==> config.mk <==
export PLATFORM = sky130hd
export DESIGN_NAME = hazard_stall_ctrl
export DESIGN_NICKNAME = d
export VERILOG_FILES = /design/src/rtl/hazard_stall_ctrl_pkg.sv /design/src/rtl/hazard_stall_ctrl_detect.sv /design/src/rtl/hazard_stall_ctrl.sv
export SDC_FILE = /design/constraint.sdc
export NUM_CORES = 1
export LEC_CHECK = 0
export CAP_MARGIN = 20
export CELL_PAD_IN_SITES_DETAIL_PLACEMENT = 0
export CELL_PAD_IN_SITES_GLOBAL_PLACEMENT = 1
export CORE_MARGIN = 5
export CORE_UTILIZATION = 35
export DETAILED_ROUTE_END_ITERATION = 8
export GPL_TIMING_DRIVEN = 0
export PLACE_DENSITY_LB_ADDON = 0.1
export SLEW_MARGIN = 20
export SYNTH_ARGS = -nofsm -noshare
export SYNTH_HDL_FRONTEND = slang
export SYNTH_SLANG_ARGS = --single-unit
==> constraint.sdc <==
create_clock -name clk -period 7.34 [get_ports clk]
set_clock_uncertainty 0.1 [all_clocks]
set_input_delay 1.468 -clock clk [delete_from_list [all_inputs] [get_ports clk]]
set_output_delay 1.468 -clock clk [all_outputs]
set_load 0.01 [all_outputs]
==> src/rtl/hazard_stall_ctrl_pkg.sv <==
// ============================================================================
// Module   : hazard_stall_ctrl_pkg
// Purpose  : Pipeline-wide opcode constants, control FSM encoding, register match helper
// Revision : 1.0 - initial release
// ============================================================================
`default_nettype none

package hazard_stall_ctrl_pkg;

    localparam logic [1:0] c_StRun    = 2'd0;
    localparam logic [1:0] c_StStall2 = 2'd1;
    localparam logic [1:0] c_StFlush  = 2'd2;

    localparam logic [5:0] c_OpRtype  = 6'h00;
    localparam logic [5:0] c_OpRegimm = 6'h01;
    localparam logic [5:0] c_OpJ      = 6'h02;
    localparam logic [5:0] c_OpJal    = 6'h03;
    localparam logic [5:0] c_OpBeq    = 6'h04;
    localparam logic [5:0] c_OpBne    = 6'h05;
    localparam logic [5:0] c_OpBlez   = 6'h06;
    localparam logic [5:0] c_OpBgtz   = 6'h07;
    localparam logic [5:0] c_OpSw     = 6'h2B;

    // Register 0 is hardwired, so a write to it never creates a dependency.
    function automatic logic regMatch(input logic [4:0] src, input logic [4:0] dst);
        return (src == dst) && (dst != 5'd0);
    endfunction

endpackage

`default_nettype wire

==> src/rtl/hazard_stall_ctrl_detect.sv <==
// ============================================================================
// Module   : hazard_detect
// Purpose  : Combinational classification of IF/ID against ID/EX and EX/MEM hazards
// Revision : 1.0 - initial release
// ============================================================================
`default_nettype none

module hazard_detect
    import hazard_stall_ctrl_pkg::*;
(
    input  logic [5:0] i_opcode,
    input  logic [4:0] i_rsAddr,
    input  logic [4:0] i_rtAddr,
    input  logic [4:0] i_rdAddrIdex,
    input  logic       i_regWriteIdex,
    input  logic       i_memReadIdex,
    input  logic [4:0] i_rdAddrExmem,
    input  logic       i_memReadExmem,
    output logic       o_loadUse,
    output logic       o_branchAlu,
    output logic       o_branchLoadLate,
    output logic       o_branchLoadEarly,
    output logic       o_isJmp
);

    logic w_isBrRR;
    logic w_isBrR;
    logic w_isBranch;
    logic w_usesRt;
    logic w_rsMatchIdex;
    logic w_rtMatchIdex;
    logic w_rsMatchExmem;
    logic w_rtMatchExmem;
    logic w_brSrcIdex;
    logic w_brSrcExmem;

    assign w_isBrRR   = (i_opcode == c_OpBeq) || (i_opcode == c_OpBne);
    assign w_isBrR    = (i_opcode == c_OpRegimm) || (i_opcode == c_OpBlez) ||
                        (i_opcode == c_OpBgtz);
    assign w_isBranch = w_isBrRR || w_isBrR;
    assign w_usesRt   = w_isBrRR || (i_opcode == c_OpRtype) || (i_opcode == c_OpSw);
    assign o_isJmp    = (i_opcode == c_OpJ) || (i_opcode == c_OpJal);

    assign w_rsMatchIdex  = regMatch(i_rsAddr, i_rdAddrIdex);
    assign w_rtMatchIdex  = regMatch(i_rtAddr, i_rdAddrIdex);
    assign w_rsMatchExmem = regMatch(i_rsAddr, i_rdAddrExmem);
    assign w_rtMatchExmem = regMatch(i_rtAddr, i_rdAddrExmem);

    // Branches resolve in ID, so only the sources the branch actually reads matter.
    assign w_brSrcIdex  = w_isBranch && (w_rsMatchIdex  || (w_isBrRR && w_rtMatchIdex));
    assign w_brSrcExmem = w_isBranch && (w_rsMatchExmem || (w_isBrRR && w_rtMatchExmem));

    assign o_loadUse         = i_memReadIdex && (w_rsMatchIdex || (w_usesRt && w_rtMatchIdex));
    assign o_branchAlu       = w_brSrcIdex && i_regWriteIdex && !i_memReadIdex;
    assign o_branchLoadLate  = w_brSrcExmem && i_memReadExmem;
    assign o_branchLoadEarly = w_brSrcIdex && i_memReadIdex;

endmodule

`default_nettype wire

==> src/rtl/hazard_stall_ctrl.sv <==
// ============================================================================
// Module   : hazard_stall_ctrl
// Purpose  : Stall/flush control FSM for an ID-stage-branch pipeline, with perf counters
// Revision : 1.0 - initial release
// ============================================================================
`default_nettype none

module hazard_stall_ctrl
    import hazard_stall_ctrl_pkg::*;
#(
    parameter int CNT_W = 32
) (
    input  logic             clk,
    input  logic             rst,
    input  logic [5:0]       Opcode,
    input  logic [4:0]       RsAddr_IFID,
    input  logic [4:0]       RtAddr_IFID,
    input  logic [4:0]       RdAddr_IDEX,
    input  logic             RegWrite_IDEX,
    input  logic             MemRead_IDEX,
    input  logic [4:0]       RdAddr_EXMEM,
    input  logic             MemRead_EXMEM,
    input  logic             BranchTaken,
    input  logic             Freeze,
    output logic             PCWrite,
    output logic             IFIDWrite,
    output logic             IDEXBubble,
    output logic             IFIDFlush,
    output logic [CNT_W-1:0] StallCount,
    output logic [CNT_W-1:0] FlushCount,
    output logic [1:0]       State
);

    logic [1:0]       r_state;
    logic [1:0]       w_nextState;
    logic [CNT_W-1:0] r_stallCount;
    logic [CNT_W-1:0] r_flushCount;

    logic w_loadUse;
    logic w_branchAlu;
    logic w_branchLoadLate;
    logic w_branchLoadEarly;
    logic w_isJmp;
    logic w_anyHazard;
    logic w_stall;
    logic w_redirect;

    hazard_detect u_detect (
        .i_opcode          (Opcode),
        .i_rsAddr          (RsAddr_IFID),
        .i_rtAddr          (RtAddr_IFID),
        .i_rdAddrIdex      (RdAddr_IDEX),
        .i_regWriteIdex    (RegWrite_IDEX),
        .i_memReadIdex     (MemRead_IDEX),
        .i_rdAddrExmem     (RdAddr_EXMEM),
        .i_memReadExmem    (MemRead_EXMEM),
        .o_loadUse         (w_loadUse),
        .o_branchAlu       (w_branchAlu),
        .o_branchLoadLate  (w_branchLoadLate),
        .o_branchLoadEarly (w_branchLoadEarly),
        .o_isJmp           (w_isJmp)
    );

    assign w_anyHazard = w_loadUse || w_branchAlu || w_branchLoadLate || w_branchLoadEarly;

    // FLUSH evaluates hazards like RUN; only STALL2 stalls unconditionally.
    assign w_stall    = (r_state == c_StStall2) || w_anyHazard;
    // A redirect is only meaningful once the branch has resolved (no stall).
    assign w_redirect = (r_state == c_StRun) && !w_stall && (BranchTaken || w_isJmp);

    always_ff @(posedge clk) begin
        if (rst) begin
            r_state <= c_StRun;
        end else begin
            r_state <= w_nextState;
        end
    end

    always_comb begin
        w_nextState = r_state;
        if (!Freeze) begin
            case (r_state)
                c_StRun, c_StFlush: begin
                    if (w_branchLoadEarly) begin
                        w_nextState = c_StStall2;
                    end else if (w_redirect) begin
                        w_nextState = c_StFlush;
                    end else begin
                        w_nextState = c_StRun;
                    end
                end
                c_StStall2: w_nextState = c_StRun;
                default:    w_nextState = c_StRun;
            endcase
        end
    end

    always_comb begin
        PCWrite    = 1'b1;
        IFIDWrite  = 1'b1;
        IDEXBubble = 1'b0;
        IFIDFlush  = 1'b0;
        if (rst) begin
            PCWrite    = 1'b0;
            IFIDWrite  = 1'b0;
            IDEXBubble = 1'b1;
            IFIDFlush  = 1'b1;
        end else if (Freeze) begin
            PCWrite    = 1'b0;
            IFIDWrite  = 1'b0;
        end else begin
            PCWrite    = !w_stall;
            IFIDWrite  = !w_stall;
            IDEXBubble = w_stall;
            IFIDFlush  = w_redirect;
        end
    end

    always_ff @(posedge clk) begin
        if (rst) begin
            r_stallCount <= '0;
            r_flushCount <= '0;
        end else if (!Freeze) begin
            if (w_stall && (r_stallCount != {CNT_W{1'b1}})) begin
                r_stallCount <= r_stallCount + CNT_W'(1);
            end
            if (w_redirect && (r_flushCount != {CNT_W{1'b1}})) begin
                r_flushCount <= r_flushCount + CNT_W'(1);
            end
        end
    end

    assign StallCount = r_stallCount;
    assign FlushCount = r_flushCount;
    assign State      = r_state;

endmodule

`default_nettype wire

; ---- Word level (Yosys, flattened, before mapping)
; Index checks and enable logic that the tools add are counted.
[word_totals]
register_bits = 66
in_bits = 33
output_inout_bits = 70
[classes]
bitwise = 1
muxes = 9
n_reduce_logical = 42
eq_ne = 16
add_sub_neg = 2
[ops]
columns = operator, n
row1 = $add A32 B1 Y32 const B, 2
row2 = $ne A32 B32 Y1 const B, 2
row3 = $eq A6 B3 Y1 const B, 4
row4 = $eq A5 B5 Y1, 4
row5 = $logic_and A1 B1 Y1, 18
row6 = $logic_or A1 B1 Y1, 15
row7 = $eq A6 B2 Y1 const B, 2
row8 = $reduce_bool A5 Y1, 2
row9 = $eq A6 B1 Y1 const B, 1
row10 = $eq A6 B6 Y1 const B, 1
row11 = $logic_not A6 Y1, 1
row12 = $mux W1, 6
row13 = $mux W2, 3
row14 = $reduce_and A2 Y1, 2
row15 = $eq A2 B1 Y1 const B, 1
row16 = $eq A2 B2 Y1 const B, 1
row17 = $logic_not A1 Y1, 2
row18 = $logic_not A2 Y1, 1
row19 = $reduce_or A2 Y1, 1
row20 = $not A1 Y1, 1

; ---- Depth between registers and ports, before layout
[logic_depth]
depth_word = 17
depth_mapped = 11
ltp_nobuf = 8

; ---- Modules after synthesis
; A second synthesis with hierarchy kept.
[hier_totals]
hier_cells = 477
hier_area_um2 = 3872.5
[by_module_without_submodules]
columns = mod, area_each_um2, instances, cells_per_inst
row1 = hazard_stall_ctrl, 3503.4, 1, 428
row2 = hazard_detect, 369.1, 1, 49

; ---- Worst setup path after synthesis
; No wires, ideal clock.
[synth_timing]
kind = in2out
from = input Opcode[1]
to = output PCWrite
slack_ns = 2.351
arrival_time_ns = 3.421
stages = 9
n_path_buf = 3
cell_sequence = or4_1 -> a211o_1 -> nor3_1 -> a31oi_1 -> nand3_1 -> clkbuf_1 -> clkbuf_1 -> nor3_1 -> buf_4
[synth_between]
elab_chain_len = 14
[synth_rtl]
columns = element, line_no
row1 = start: declaration, hazard_stall_ctrl.sv:15  ; input logic [5:0] Opcode,
row2 = "$eq A6 B3 Y1, or another cell as far along", hazard_stall_ctrl_detect.sv:37  ; assign w_isBrRR = (i_opcode == c_OpBeq) || (i_opcode == c_OpBne);
row3 = $logic_or A1 B1 Y1 (on tied branches), "hazard_stall_ctrl_detect.sv:37, hazard_stall_ctrl_detect.sv:38"
row4 = "$logic_or A1 B1 Y1, or another cell as far along", hazard_stall_ctrl_detect.sv:41  ; assign w_usesRt = w_isBrRR || (i_opcode == c_OpRtype) || (i_opcode == c_OpSw);
row5 = $logic_or A1 B1 Y1 (on tied branches), "hazard_stall_ctrl_detect.sv:41, hazard_stall_ctrl_detect.sv:40, hazard_stall_ctrl_detect.sv:50"
row6 = $logic_and A1 B1 Y1 (on tied branches), "hazard_stall_ctrl_detect.sv:53, hazard_stall_ctrl_detect.sv:50"
row7 = $logic_or A1 B1 Y1 / $logic_and A1 B1 Y1 (equally long branches), "hazard_stall_ctrl_detect.sv:53, hazard_stall_ctrl_detect.sv:54"
row8 = $logic_and A1 B1 Y1 (on tied branches), "hazard_stall_ctrl_detect.sv:53, hazard_stall_ctrl_detect.sv:54"
row9 = $logic_or A1 B1 Y1 (2 in series), hazard_stall_ctrl.sv:64  ; assign w_anyHazard = w_loadUse || w_branchAlu || w_branchLoadLate || w_branchLoadEarly;
row10 = $logic_or A1 B1 Y1 (*), hazard_stall_ctrl.sv:64
row11 = $logic_or A1 B1 Y1 (*), hazard_stall_ctrl.sv:67  ; assign w_stall = (r_state == c_StStall2) || w_anyHazard;
row12 = $logic_not A1 Y1 (*), n/a
row13 = $mux W1 (*) (2 in series), n/a
row14 = end: declaration, hazard_stall_ctrl.sv:25  ; output logic PCWrite,
; Every way passes the cells marked *; elsewhere a longest branch is shown, timed or not.

; ---- Worst setup path after layout
[layout_timing]
from = input Opcode[1]
to = output PCWrite
[layout_between]
elab_chain_len = 14
[layout_rtl]
columns = element, line_no
row1 = "$eq A6 B3 Y1, or another cell as far along", hazard_stall_ctrl_detect.sv:37
row2 = $logic_or A1 B1 Y1 (on tied branches), "hazard_stall_ctrl_detect.sv:37, hazard_stall_ctrl_detect.sv:38"
row3 = "$logic_or A1 B1 Y1, or another cell as far along", hazard_stall_ctrl_detect.sv:41
row4 = $logic_or A1 B1 Y1 (on tied branches), "hazard_stall_ctrl_detect.sv:41, hazard_stall_ctrl_detect.sv:40, hazard_stall_ctrl_detect.sv:50"
row5 = $logic_and A1 B1 Y1 (on tied branches), "hazard_stall_ctrl_detect.sv:53, hazard_stall_ctrl_detect.sv:50"
row6 = $logic_or A1 B1 Y1 / $logic_and A1 B1 Y1 (equally long branches), "hazard_stall_ctrl_detect.sv:53, hazard_stall_ctrl_detect.sv:54"
row7 = $logic_and A1 B1 Y1 (on tied branches), "hazard_stall_ctrl_detect.sv:53, hazard_stall_ctrl_detect.sv:54"
row8 = $logic_or A1 B1 Y1 (2 in series), hazard_stall_ctrl.sv:64
row9 = $logic_or A1 B1 Y1 (*), hazard_stall_ctrl.sv:64
row10 = $logic_or A1 B1 Y1 (*), hazard_stall_ctrl.sv:67
row11 = $logic_not A1 Y1 (*), hazard_stall_ctrl.sv:112  ; PCWrite = !w_stall;
row12 = $mux W1 (*), hazard_stall_ctrl.sv:108  ; end else if (Freeze) begin
row13 = $mux W1 (*), hazard_stall_ctrl.sv:103  ; if (rst) begin
; Marks and branches as above.

==> impl_metrics.toml <==
[yosys]
synth_cell_type_count = 41
synthCells = 467
post_synthesis_net_count = 502
ff_latch_count_synth = 66
synth-seq-area-share_pct = 35.66
syn-cell-area_um2 = 3705
synth-async-reset-ratio_pct = 0
synth.yosys.warnings = 0
dominantRegCellSynth = "sky130_fd_sc_hd__dfxtp_1"
synth_area_per_cell_um2 = 7.933
synth_edf_count = 0

[drt]
drt_iter0_markers = 146
antenna_violating_nets_post_route = 0
routed-via-count = 3671
drc = 0
detail_route.wl_per_cell_um = 15.34
drt_first_pass_iters = 4
routed_wirelength_um = 11030
detail_route.vias_per_cell = 5.106

[clock_network]
cts_root_buf = "sky130_fd_sc_hd__clkbuf_8"
max-clock-path-buffers = 2
tritoncts = "done"
cts_post_setup_buffers_inserted = 0
cts.hold.buffers_added = 0
sinks_on_clock_net = 66
ctsHtreeMaxLevel = 3
post_cts_resize_count = 0
cts_inserted_buffers = 9
cts.reportedPaths.clkPinSlew_ps = 60
clkLatencyLatePin_ps = 350

[cells_and_area]
nets_final = 613
utilization_pct = 49.12
fillCellCount = 1057
layout.cells.non_filler = 719
layout-area-overhead-vs-synth_pct = 36.88
antennaDiodeCount = 0
layout-drive-gt1-share_pct = 4.460

[setup_path]
endpoint_kind = "output pin"
critPathMaxFanout = 10
cp.required_ps = 5770
element_type_at_the_critical_path_start = "primary input"
arrival_ps = 4850
criticalPathCategory = "primary input to output pin"

[sta]
setup_total_negative_slack_ps = 0
relSlewSlack_pct = 58.75
layout_min_cycle_time_ps = 6414
max_freq_ghz = 0.1559
grt_setup_unrepaired = "false"
finalHoldViolCount = 0
slew_viol_final = 0
setup_violations = 0
worst-slew-pin-transition_ps = 614.0
final_min_period_over_clock_period_pct = 87.38
fin_hold_ws_ps = 387.9

[global_routing]
grt_overflow = 0
number_of_global_route_vias_before_repair = 3624
wire_length_of_the_first_global_routing_pass_um = 17890
global_route.usage.total_pct = 17.17
grt_start_max_net_pins = 12
antenna_violations_before_repair = 0

[die]
coreArea_um2 = 10320
dieArea_um2 = 12740
ios = 103
die_width_um = 112.9
die_h_um = 112.9
floorplan.rows = 37
initial_core_util_pct = 35.89

[power_and_ir_drop]
pwr-share-seq_pct = 48.6
internal_power_uw = 556.5
power_spent_charging_and_discharging_nets_uw = 185.9
switching_share_pct = 25.04
vdd_ir_drop_max_mv = 0.05990
cellPowerDensity_nw_per_um2 = 146.4
power_leakage_uw = 0.001639
comb_power_share_pct = 9.0
post-layout-total-power_uw = 742.5
clockPowerShare_pct = 42.5

[worst_hold_path]
hold_class = "flop to flop"

[place]
finalWeightedCongestion = 0.8042
port_buffers = 100
numPlacedInstances = 703
dp_hpwl_um = 8280

[status]
run_status = "finished, final reports clean"

[job]
max-cap-violations = 0
==> sequential cells by signal, indices dropped and copies added (netlist names) <==
| signal | cells |
|---|---|
| StallCount | 32 |
| State | 2 |
| FlushCount | 32 |
==> layout make-up <==
cell class | instances | area (µm²) | area share (%)
Multi-Input combinational cell | 360 | 2222 | 43.82
Inverter | 13 | 48.80 | 0.9623
Timing Repair Buffer | 100 | 1001 | 19.74
Buffer | 28 | 112.6 | 2.221
Sequential cell | 66 | 1321 | 26.05
Clock inverter | 5 | 53.80 | 1.061
Tap cell | 136 | 170.2 | 3.356
Clock buffer | 11 | 141.4 | 2.788
==> worst paths after layout <==
check,from,to,slack [ps],cells past startpoint
setup / recovery,Opcode[1],PCWrite,930,11
hold / removal,State[0]$_SDFFE_PP0N_,State[0]$_SDFFE_PP0N_,390,2
setup reg to reg,FlushCount[3]$_SDFFE_PP0P_,FlushCount[1]$_SDFFE_PP0P_,4130,11
hold reg to reg,State[0]$_SDFFE_PP0N_,State[0]$_SDFFE_PP0N_,390,2
==> power by group through the flow <==
stage	clock network (µW)	logic (µW)	registers (µW)
2_1_floorplan	0	29.8	369
3_3_place_gp	0	66.0	369
3_5_place_dp	0	66.9	369
4_1_cts	319	67.2	361
5_1_grt	334	72.3	361
6_report	315	66.5	361
==> layer usage <==
layer	routed length, µm	vias to the layer above	global-route usage, %	share of wire [%]
met1	4876	1702	21.14	44
met2	5531	84	30.02	50
met4	80	0	4.647	0.73
met3	543	6	4.011	4.9
li1	-	1879	-	-
met5	0	-	0	0
==> cells in the final DEF, fill, tap and decap left out, types with 8 or more instances in the layout <==
cell type,netlist,layout
sky130_fd_sc_hd__clkdlybuf4s50_1,0,100
sky130_fd_sc_hd__dfxtp_1,66,66
sky130_fd_sc_hd__nor2_1,56,56
sky130_fd_sc_hd__nand2_1,33,33
sky130_fd_sc_hd__nand3_1,26,26
sky130_fd_sc_hd__clkbuf_1,24,25
sky130_fd_sc_hd__xor2_1,25,25
sky130_fd_sc_hd__a21oi_1,25,25
sky130_fd_sc_hd__xnor2_1,24,24
sky130_fd_sc_hd__nand4_1,21,21
sky130_fd_sc_hd__or4_1,20,20
sky130_fd_sc_hd__nor3_1,16,16
sky130_fd_sc_hd__nor2b_1,15,15
sky130_fd_sc_hd__inv_1,13,13
sky130_fd_sc_hd__o31ai_1,13,13
sky130_fd_sc_hd__o21ai_0,10,10
sky130_fd_sc_hd__clkbuf_8,0,10
sky130_fd_sc_hd__and3_1,9,9
sky130_fd_sc_hd__or3_1,8,8
==> Yosys cell counts (all sizes together) (9+ instances only) <==
master | number | area, µm²
nor2 | 57 | 221.5
inv | 13 | 48.80
nor3 | 16 | 80.08
nor2b | 15 | 93.84
o31ai | 13 | 97.59
xnor2 | 24 | 210.2
xor2 | 25 | 219.0
and3 | 9 | 56.30
clkbuf | 24 | 90.09
a21oi | 25 | 125.1
o21ai | 13 | 65.06
nand3 | 26 | 130.1
mux2 | 10 | 112.6
nand2 | 33 | 123.9
dfxtp | 66 | 1321
or4 | 21 | 161.4
nand4 | 21 | 131.4
==> logic make-up (layout without fill, tap and decap cells) <==
group                    count (synthesis)  count (layout)  synth area share (%)
adder cells (fa/ha/maj)                  2               2                0.6753
XOR/XNOR                                49              49                 11.58
buffers and inverters                   41             157                 4.357
multiplexers                            11              11                 3.310
AND/OR/NAND/NOR                        240             240                 35.22
AO/OA/AOI/OAI                           58              58                 9.186
flip-flops                              66              66                 35.66
==> worst max-delay path, cell delays in order <==
cell and delay (ps):
sky130_fd_sc_hd__clkdlybuf4s50_1 470, sky130_fd_sc_hd__or4_1 540, sky130_fd_sc_hd__a211o_1 320, sky130_fd_sc_hd__nor3_1 150
sky130_fd_sc_hd__a31oi_1 100, sky130_fd_sc_hd__nand3_1 210, sky130_fd_sc_hd__clkbuf_1 400, sky130_fd_sc_hd__clkbuf_1 420
sky130_fd_sc_hd__nor3_1 130, sky130_fd_sc_hd__buf_4 160, sky130_fd_sc_hd__clkdlybuf4s50_1 470
==> through the flow <==
stage	instance area (µm²)	setup WS, ps
3_5_place_dp	4876	883.4
6_report	5071	926.1
5_1_grt	5071	700.0
4_1_cts	5071	868.6
2_1_floorplan	3705	2351
3_3_place_gp	4876	913.1
(Power assumes the default switching activity.)
